$ cat src/rtl/text_pixel_shifter.sv
`default_nettype none
// ============================================================================
//  Module      : text_pixel_shifter
//  Description : Serializes one glyph scanline per character cell at the dot
//                clock. Applies fg/bg colour, underline, blanking and (when
//                built with TEXT_CURSOR_EN) a blinking cursor inversion.
//                Optional feature macro: TEXT_CURSOR_EN
//  Revision    : 1.0 - initial release
// ============================================================================
module text_pixel_shifter #(
   parameter int unsigned               pColorWidth = 24,
   parameter logic [pColorWidth-1:0]    pBlankColor = '0
) (
   input  logic                   dot_clk_i,
   input  logic                   rst_ni,
   input  logic                   ce_i,
   input  logic                   blank_i,
   input  logic [63:0]            bmp_i,
   input  logic [pColorWidth-1:0] fg_i,
   input  logic [pColorWidth-1:0] bg_i,
   input  logic                   ul_i,
   input  logic [5:0]             maxScanpix_i,
   input  logic [5:0]             scanline_i,
   input  logic [5:0]             ulScanline_i,
   input  logic                   cursor_i,
   input  logic                   vsync_i,
   input  logic [1:0]             cursor_mode_i,
   output logic [pColorWidth-1:0] color_o,
   output logic                   pix_o,
   output logic                   active_o
);

   typedef enum logic [0:0] {
      ST_IDLE   = 1'b0,
      ST_ACTIVE = 1'b1
   } state_t;

   state_t                 r_state, w_state_nxt;
   logic [63:0]            r_shift, w_shift_nxt;
   logic [6:0]             r_cnt, w_cnt_nxt;     // index of the next pixel to emit (0..64)
   logic [5:0]             r_last;               // sampled width minus one = tap index
   logic [pColorWidth-1:0] r_fg, r_bg;
   logic                   r_ul_hit;
   logic                   r_cursor;

   logic                   w_emit;
   logic                   w_glyph;
   logic                   w_ul;
   logic                   w_cur;
   logic                   w_pix;
   logic                   w_cursor_vis;
   logic [pColorWidth-1:0] w_fg, w_bg;

`ifdef TEXT_CURSOR_EN
   logic       r_vsync_d;
   logic [4:0] r_blink;

   // Blink timebase: count rising edges of vsync, wrapping naturally at 31
   always_ff @(posedge dot_clk_i or negedge rst_ni) begin
      if (!rst_ni) begin
         r_vsync_d <= 1'b0;
         r_blink   <= 5'd0;
      end else begin
         r_vsync_d <= vsync_i;
         if (vsync_i && !r_vsync_d)
            r_blink <= r_blink + 5'd1;
      end
   end

   // Cursor visibility decode from mode and blink phase
   always_comb begin
      w_cursor_vis = 1'b0;
      case (cursor_mode_i)
         2'b00:   w_cursor_vis = 1'b1;
         2'b01:   w_cursor_vis = 1'b0;
         2'b10:   w_cursor_vis = r_blink[4];
         default: w_cursor_vis = r_blink[3];
      endcase
   end
`else
   logic w_unused_cursor;
   assign w_cursor_vis    = 1'b0;
   assign w_unused_cursor = ^{vsync_i, cursor_mode_i};
`endif

   // State register
   always_ff @(posedge dot_clk_i or negedge rst_ni) begin
      if (!rst_ni)
         r_state <= ST_IDLE;
      else
         r_state <= w_state_nxt;
   end

   // Next state and the pixel to present next cycle. A new cell always wins,
   // so its pixel 0 is taken straight from bmp_i and the shifter is loaded
   // already advanced by one position.
   always_comb begin
      w_state_nxt = r_state;
      w_shift_nxt = r_shift;
      w_cnt_nxt   = r_cnt;
      w_emit      = 1'b0;
      w_glyph     = 1'b0;
      w_ul        = 1'b0;
      w_cur       = 1'b0;
      w_fg        = r_fg;
      w_bg        = r_bg;
      if (ce_i) begin
         w_state_nxt = ST_ACTIVE;
         w_emit      = 1'b1;
         w_glyph     = bmp_i[maxScanpix_i];
         w_ul        = ul_i && (scanline_i == ulScanline_i);
         w_cur       = cursor_i;
         w_fg        = fg_i;
         w_bg        = bg_i;
         w_shift_nxt = {bmp_i[62:0], 1'b0};
         w_cnt_nxt   = 7'd1;
      end else if ((r_state == ST_ACTIVE) && (r_cnt <= {1'b0, r_last})) begin
         w_emit      = 1'b1;
         w_glyph     = r_shift[r_last];
         w_ul        = r_ul_hit;
         w_cur       = r_cursor;
         w_shift_nxt = {r_shift[62:0], 1'b0};
         w_cnt_nxt   = r_cnt + 7'd1;
      end else begin
         w_state_nxt = ST_IDLE;
      end
      w_pix = w_emit & ((w_glyph | w_ul) ^ (w_cur & w_cursor_vis));
   end

   // Shifter, pixel counter and per-cell attributes captured on ce_i
   always_ff @(posedge dot_clk_i or negedge rst_ni) begin
      if (!rst_ni) begin
         r_shift  <= 64'd0;
         r_cnt    <= 7'd0;
         r_last   <= 6'd0;
         r_fg     <= '0;
         r_bg     <= '0;
         r_ul_hit <= 1'b0;
         r_cursor <= 1'b0;
      end else begin
         r_shift <= w_shift_nxt;
         r_cnt   <= w_cnt_nxt;
         if (ce_i) begin
            r_last   <= maxScanpix_i;
            r_fg     <= fg_i;
            r_bg     <= bg_i;
            r_ul_hit <= w_ul;
            r_cursor <= cursor_i;
         end
      end
   end

   // Registered outputs; blanking masks colour and pixel but not activity
   always_ff @(posedge dot_clk_i or negedge rst_ni) begin
      if (!rst_ni) begin
         color_o  <= pBlankColor;
         pix_o    <= 1'b0;
         active_o <= 1'b0;
      end else begin
         active_o <= w_emit;
         pix_o    <= w_pix & ~blank_i;
         if (!w_emit || blank_i)
            color_o <= pBlankColor;
         else
            color_o <= w_pix ? w_fg : w_bg;
      end
   end

endmodule
`default_nettype wire

$ cat config.mk
export PLATFORM = sky130hd
export DESIGN_NAME = text_pixel_shifter
export DESIGN_NICKNAME = d
export VERILOG_FILES = /design/src/rtl/text_pixel_shifter.sv
export SDC_FILE = /design/constraint.sdc
export NUM_CORES = 1
export LEC_CHECK = 0
export BUFFER_PORTS_ARGS = -buffer_cell sky130_fd_sc_hd__buf_2
export CAP_MARGIN = 10
export CORE_MARGIN = 5
export CORE_UTILIZATION = 55
export CTS_CLUSTER_DIAMETER = 40
export DETAILED_ROUTE_END_ITERATION = 16
export HOLD_SLACK_MARGIN = 0.06
export PLACE_DENSITY_LB_ADDON = 0.2
export SLEW_MARGIN = 20
export SYNTH_ARGS = -nofsm -noshare
export SYNTH_HDL_FRONTEND = slang
export SYNTH_SLANG_ARGS = --single-unit
$ cat constraint.sdc
create_clock -name dot_clk_i -period 3.39 [get_ports dot_clk_i]
set_input_delay 0.339 -clock dot_clk_i [delete_from_list [all_inputs] [get_ports dot_clk_i]]
set_output_delay 0.339 -clock dot_clk_i [all_outputs]
set_load 0.01 [all_outputs]
**Word-level counts from Yosys, hierarchy flattened**

Cells that the tools add are included.

- Flip-flop bits (word level): 153
- Latch bits: 0
- RAM bits: 0
- Memory bits (read-only): 0
- Input bits: 139
- Output and inout bits: 26
- Memories: 0

- $add $sub $neg: 1
- Multipliers: 0
- Divide/modulo/power cells: 0
- Order comparisons: 3
- Equal/unequal tests: 2
- Shifts and indexed selects: 0
- Muxes and demuxes: 20
- Bitwise logic cells: 4
- Reduce and logical (&&, ||, !) cells: 5

Operators by type and width:

| kind | count |
|---|---|
| two-way mux 64 bit | 2 |
| two-way mux 24 bit | 4 |
| less-than comparator 6 x 7 -> 1 bit (second input constant) | 2 |
| two-way mux 7 bit | 2 |
| binary-select mux 1 bit (select 6 bit) | 2 |
| two-way mux 1 bit | 10 |
| adder 7 x 1 -> 7 bit (second input constant) | 1 |
| less-or-equal comparator 7 x 6 -> 1 bit | 1 |
| equality test 6 bit | 1 |
| bitwise AND 1 bit | 2 |
| logical AND 1 bit | 2 |
| inequality test 2 bit (second input constant) | 1 |
| nonzero test 2 bit | 1 |
| logical NOT 1 bit | 1 |
| logical OR 1 bit | 1 |
| NOT 1 bit | 1 |
| bitwise OR 1 bit | 1 |

**Depth between registers and ports, before layout**

- Depth in word-level cells: 8
- Depth in mapped cells: 14
- Mapped depth without buffers: 9

**Worst setup path before layout**

Ideal clock, no wire load.

- Path type: reg2reg
- From: register r_last[1]
- To: register r_shift[59]
- Library setup time: 0.134 ns
- Arrival: 2.696 ns
- Path slack: 0.560 ns
- Stages on the path, launching flop included: 13
- Path buffers: 5
- Clock period less this slack: 2.830 ns
- Cell sequence: dfrtp_1 -> buf_2 -> buf_2 -> inv_1 -> ha_1 -> nand3_1 -> or3_1 -> o21ai_0 -> clkbuf_1 -> buf_2 -> buf_1 -> mux2i_1 -> o21ai_0

- Word-level cells in the longest chain between the ends: 3

Ends and longest elaborated chain:

| element | RTL line | RTL |
|---|---|---|
| from (decl) | 41 | `logic [5:0] r_last;` |
| from (signal assigned) | 144 | `r_last <= maxScanpix_i;` |
| less-or-equal comparator 7 x 6 -> 1 bit | 117 | `end else if ((r_state == ST_ACTIVE) && (r_cnt <= {1'b0, r_last})) begin` |
| logical AND 1 bit | 117 |  |
| nonzero test 2 bit (no source line) | n/a |  |
| to (signal assigned) | 141 | `r_shift <= w_shift_nxt;` |
| to (decl) | 39 | `logic [63:0] r_shift, w_shift_nxt;` |

No other way between the ends.
A chain may end at the register's enable or synchronous reset.

**Worst setup path in the final report**

- From: register r_last[1]
- To: register color_o[14]

- Word-level cells in the longest chain between the ends: 8
- Elaborated cells on any way between the ends: 16
- Those cells by class: order compare (1); mux (10); bitwise (2); reduce/logical (3)

Ends and longest elaborated chain:

| element | RTL line | RTL |
|---|---|---|
| binary-select mux 1 bit (select 6 bit) or less-or-equal comparator 7 x 6 -> 1 bit (tied branches) | 119, 117 |  |
| two-way mux 1 bit (implied by the code) or logical AND 1 bit (tied branches) | 119, 117 |  |
| two-way mux 1 bit | 117 |  |
| two-way mux 1 bit | 107 | `if (ce_i) begin` |
| bitwise OR 1 bit | 127 | `w_pix = w_emit & ((w_glyph \| w_ul) ^ (w_cur & w_cursor_vis));` |
| bitwise AND 1 bit | 127 |  |
| two-way mux 24 bit | 165 | `color_o <= w_pix ? w_fg : w_bg;` |
| two-way mux 24 bit * | 162 | `if (!w_emit \|\| blank_i)` |
| to (signal assigned) | 156 | `color_o <= pBlankColor;` |
| to (signal assigned) | 163 | `color_o <= pBlankColor;` |
| to (signal assigned) | 165 |  |
| to (decl) | 28 | `output logic [pColorWidth-1:0] color_o,` |

Every way passes the cells marked *; elsewhere a longest branch is shown, timed or not. The select of a mux whose other input is x is not followed.

==> reports/qor.csv <==
stage,metric,value,unit
cts,path_clk_slew,0.06,ns
cts,cts_num_sinks,152,
floorplanning,ioPinCount,165,
place,gp_routability_congestion,0.867,
worst_setup_path,r2r_setup_slack,0.28,ns
synthesis,synth.top_cell.area_share,49.6,%
cts,insertion_delay,0.43,ns
timing,slew_viol_final,0,
floorplanning,die_area,0.0164,sq mm
worst_setup_path,start_kind,flop,
synthesis,syn_inst,651,
cts,cts_resized,0,
synthesis,yosysUniqueCellTypes,44,
timing,rsz0062_at_grt,false,
worst_setup_path,path_cells,inv_1 -> ha_1 -> nand3b_1 -> a21oi_1 -> o21ai_4 -> o311ai_0 -> a21o_1 -> and2_1 -> buf_12 -> a211oi_1,
synthesis,syn-num-nets,797,
drt,vias,5605,
timing,finalHoldViolCount,0,
synthesis,synth_area_leaders,"dfrtp_1 (50%), mux4_2 (10%), mux2i_1 (9.9%)",
timing,slew_headroom,55.4,%
drt,postRouteAntennaNets,0,
cts,cts_root_buf,clkbuf_16,
floorplanning,num_rows,43,
synthesis,yosys.area.top_type,dfrtp_1,
cts,cts_tree,built,
worst_setup_path,cp.arrival,3.43,ns
min_path,hold_path.class,input pin to flop,
cells_and_area,drive_above_1_share,36.1,%
timing,worstMarginPinSlew,0.666,ns
timing,setup_viol_count_final,0,
min_path,hold_end,r_shift[22]$_DFFE_PN0N_,
global_routing,grt_start_max_net_pins,125,
cts,cts.path.max_buffers,2,
worst_setup_path,critPathRequiredTime,3.71,ns
drt,first_pass_iters,4,
drt,drt-total-wl,18300,um
worst_setup_path,max_stage_delay,0.65,ns
worst_setup_path,critPathKind,flop to flop,
cells_and_area,nFillCells,1090,
worst_setup_path,cp_max_fo,25,
worst_setup_path,rr_worst_depth,10,
synthesis,async_flop_share,100,%
synthesis,synth_warnings,0,
timing,fin_skew,0.0116,ns
cells_and_area,insertedDiodeCount,0,
floorplanning,die_x,128,um
worst_setup_path,r2r_start,r_last[1]$_DFFE_PN0P_,
floorplanning,fp.coreArea,0.0138,sq mm
global_routing,grt_pass1_wl,29800,um
cells_and_area,syn2layout_area_growth,20.5,%
min_path,min_from,bmp_i[21],
drt,vias_per_cell,5.65,
synthesis,synth_edf_count,0,
place,dp_hpwl,13100,um
worst_setup_path,cp-end-kind,flop,
global_routing,antenna_found_initial,0,
place,port_buffers,160,
drt,wire_per_inst,18.4,um
cells_and_area,fin_util,67.0,%
cells_and_area,nets,946,
run_status,status,"complete, no violations",
timing,setup_tns,0,ns
power_and_ir_drop,vdd_drop_max,0.000328,V
floorplanning,start_util,55.6,%
drt,drtIter0Drc,478,
global_routing,grt-ovfl-total,0,
power_and_ir_drop,power_density,625,mW/mm^2
timing,max_freq,0.322,GHz
timing,post-route-period-util,91.6,%
synthesis,ys_seq_elements,152,
synthesis,synth_flop_cell,dfrtp_1,
timing,fin_crit,3.11,ns
global_routing,grt_pass1_vias,5930,
floorplanning,die_h,128,um
synthesis,synthesis.area,0.00766,sq mm
worst_setup_path,r2r-end,color_o[14]$_DFF_PN0_,
min_path,hold_path_depth,3,
cts,post_cts_buffers,0,
synthesis,synth.avg_cell_area,11.8,sq um
drt,drc,0,
synthesis,synth-seq-area-share,49.6,%
power_and_ir_drop,p_leak,4.63,nW
worst_setup_path,slowest_stage,dfrtp_1,
global_routing,track_usage,23.3,%
job,drv_cap,0,
cts,cts-htree-levels,4,
cts,cts_buffers,17,
==> routing by layer <==
metal	routed length (um)	vias up	global-route usage [%]
li1	-	2647	-
met1	7800	2772	32.0
met2	9100	169	37.6
met3	1160	17	4.92
met4	227	0	7.37
met5	0	-	0
==> flip-flops by register name (all words and copies together) (netlist names) <==
| name | flops |
|---|---|
| active_o | 1 |
| r_shift | 63 |
| r_bg | 24 |
| r_fg | 24 |
| r_ul_hit | 1 |
| r_state | 1 |
| color_o | 24 |
| r_last | 6 |
| r_cnt | 7 |
| pix_o | 1 |
==> placed cells by master (no fill, tap or decap), types with 3 or more instances in the layout <==
master     instances
a211oi_1          14
a21o_1             3
a21oi_1           20
buf_2            158
buf_4             15
bufinv_16          3
clkbuf_16         17
clkinv_2           4
dfrtp_1          152
ha_1               7
inv_1             22
mux2_2            51
mux2i_1           76
mux4_2            34
nand2_1           94
nand2b_1           4
nand3_1            4
nand4_1            4
nor2_1             8
o21ai_0           70
xnor2_1            4
xor2_1             6
==> logic make-up after synthesis <==
group           Yosys count  share of synthesized area (%)
mux                     161                           27.4
simple gates            133                           7.89
flops                   152                           49.6
compound gates          118                           8.69
fa+ha+maj                 7                           1.14
xor+xnor                 10                           1.14
buf+inv                  70                           4.07
==> worst max path at each step <==
stage	from	endpoint	cells after the start
after floorplan	r_last[1]$_DFFE_PN0P_	r_shift[59]$_DFFE_PN0N_	12
after global placement	r_last[4]$_DFFE_PN0P_	color_o[5]$_DFF_PN0_	10
after detailed placement	r_last[1]$_DFFE_PN0P_	color_o[14]$_DFF_PN0_	10
after CTS	r_last[1]$_DFFE_PN0P_	color_o[14]$_DFF_PN0_	10
after global routing	r_last[1]$_DFFE_PN0P_	color_o[14]$_DFF_PN0_	10
final	r_last[1]$_DFFE_PN0P_	color_o[14]$_DFF_PN0_	10
==> worst max-delay path: cells and delay by family, from the launching register on <==
| family | cells | cell delay (ns) |
|---|---|---|
| compound gates | 5 | 1.44 |
| fa+ha+maj | 1 | 0.32 |
| buf+inv | 2 | 0.31 |
| flops | 1 | 0.65 |
| simple gates | 2 | 0.26 |
==> report_power, final <==
part,internal [mW],leakage (nW),switching [mW],total [mW]
registers,2.13,1.85,0.202,2.33
clock network,1.17,0.289,0.729,1.90
logic,0.755,2.49,0.784,1.54
total,4.06,4.63,1.71,5.77
==> per-stage QoR <==
| stage | power, mW | area [sq um] | worst slack (ns) | cells | hold slack, ns |
|---|---|---|---|---|---|
| after CTS | 5.82 | 9230 | 0.247 | 992 | 0.123 |
| after global routing | 6.06 | 9230 | 0.0919 | 992 | 0.135 |
| after detailed placement | 3.90 | 8630 | 0.248 | 960 | 0.373 |
| after floorplan | 3.42 | 7660 | 0.560 | 651 | 0.0434 |
| after global placement | 3.83 | 8630 | 0.403 | 960 | 0.370 |
| final | 5.77 | 9230 | 0.284 | 992 | 0.132 |
==> cell type report <==
class | instances | area, sq um | share of cell area, %
Sequential cell | 152 | 3800 | 41.2
Tap cell | 180 | 225 | 2.44
Timing Repair Buffer | 177 | 965 | 10.4
Clock inverter | 12 | 151 | 1.64
Clock buffer | 19 | 443 | 4.80
Inverter | 23 | 86.3 | 0.935
Multi-Input combinational cell | 429 | 3560 | 38.5
==> repair_timing <==
action,in CTS,in global routing
hold buffers,1,0
endpoints found under the hold margin,62,0
setup endpoints to repair,0,0
==> synth_stat cells, drive strengths merged (2+ instances only) <==
cell type,number
nand2b,4
a211oi,14
ha,7
inv,22
and4,2
or3,2
mux2,51
mux4,34
o211ai,2
and3,2
a21o,3
nand3,4
buf,17
xnor2,4
mux2i,76
nand3b,2
a21oi,20
nor3,2
nand4,4
nand2,94
o311ai,2
and3b,2
dfrtp,152
o21ai,71
clkbuf,30
nor2,8
nor4,2
xor2,6
Power figures use the tool's default switching activity.
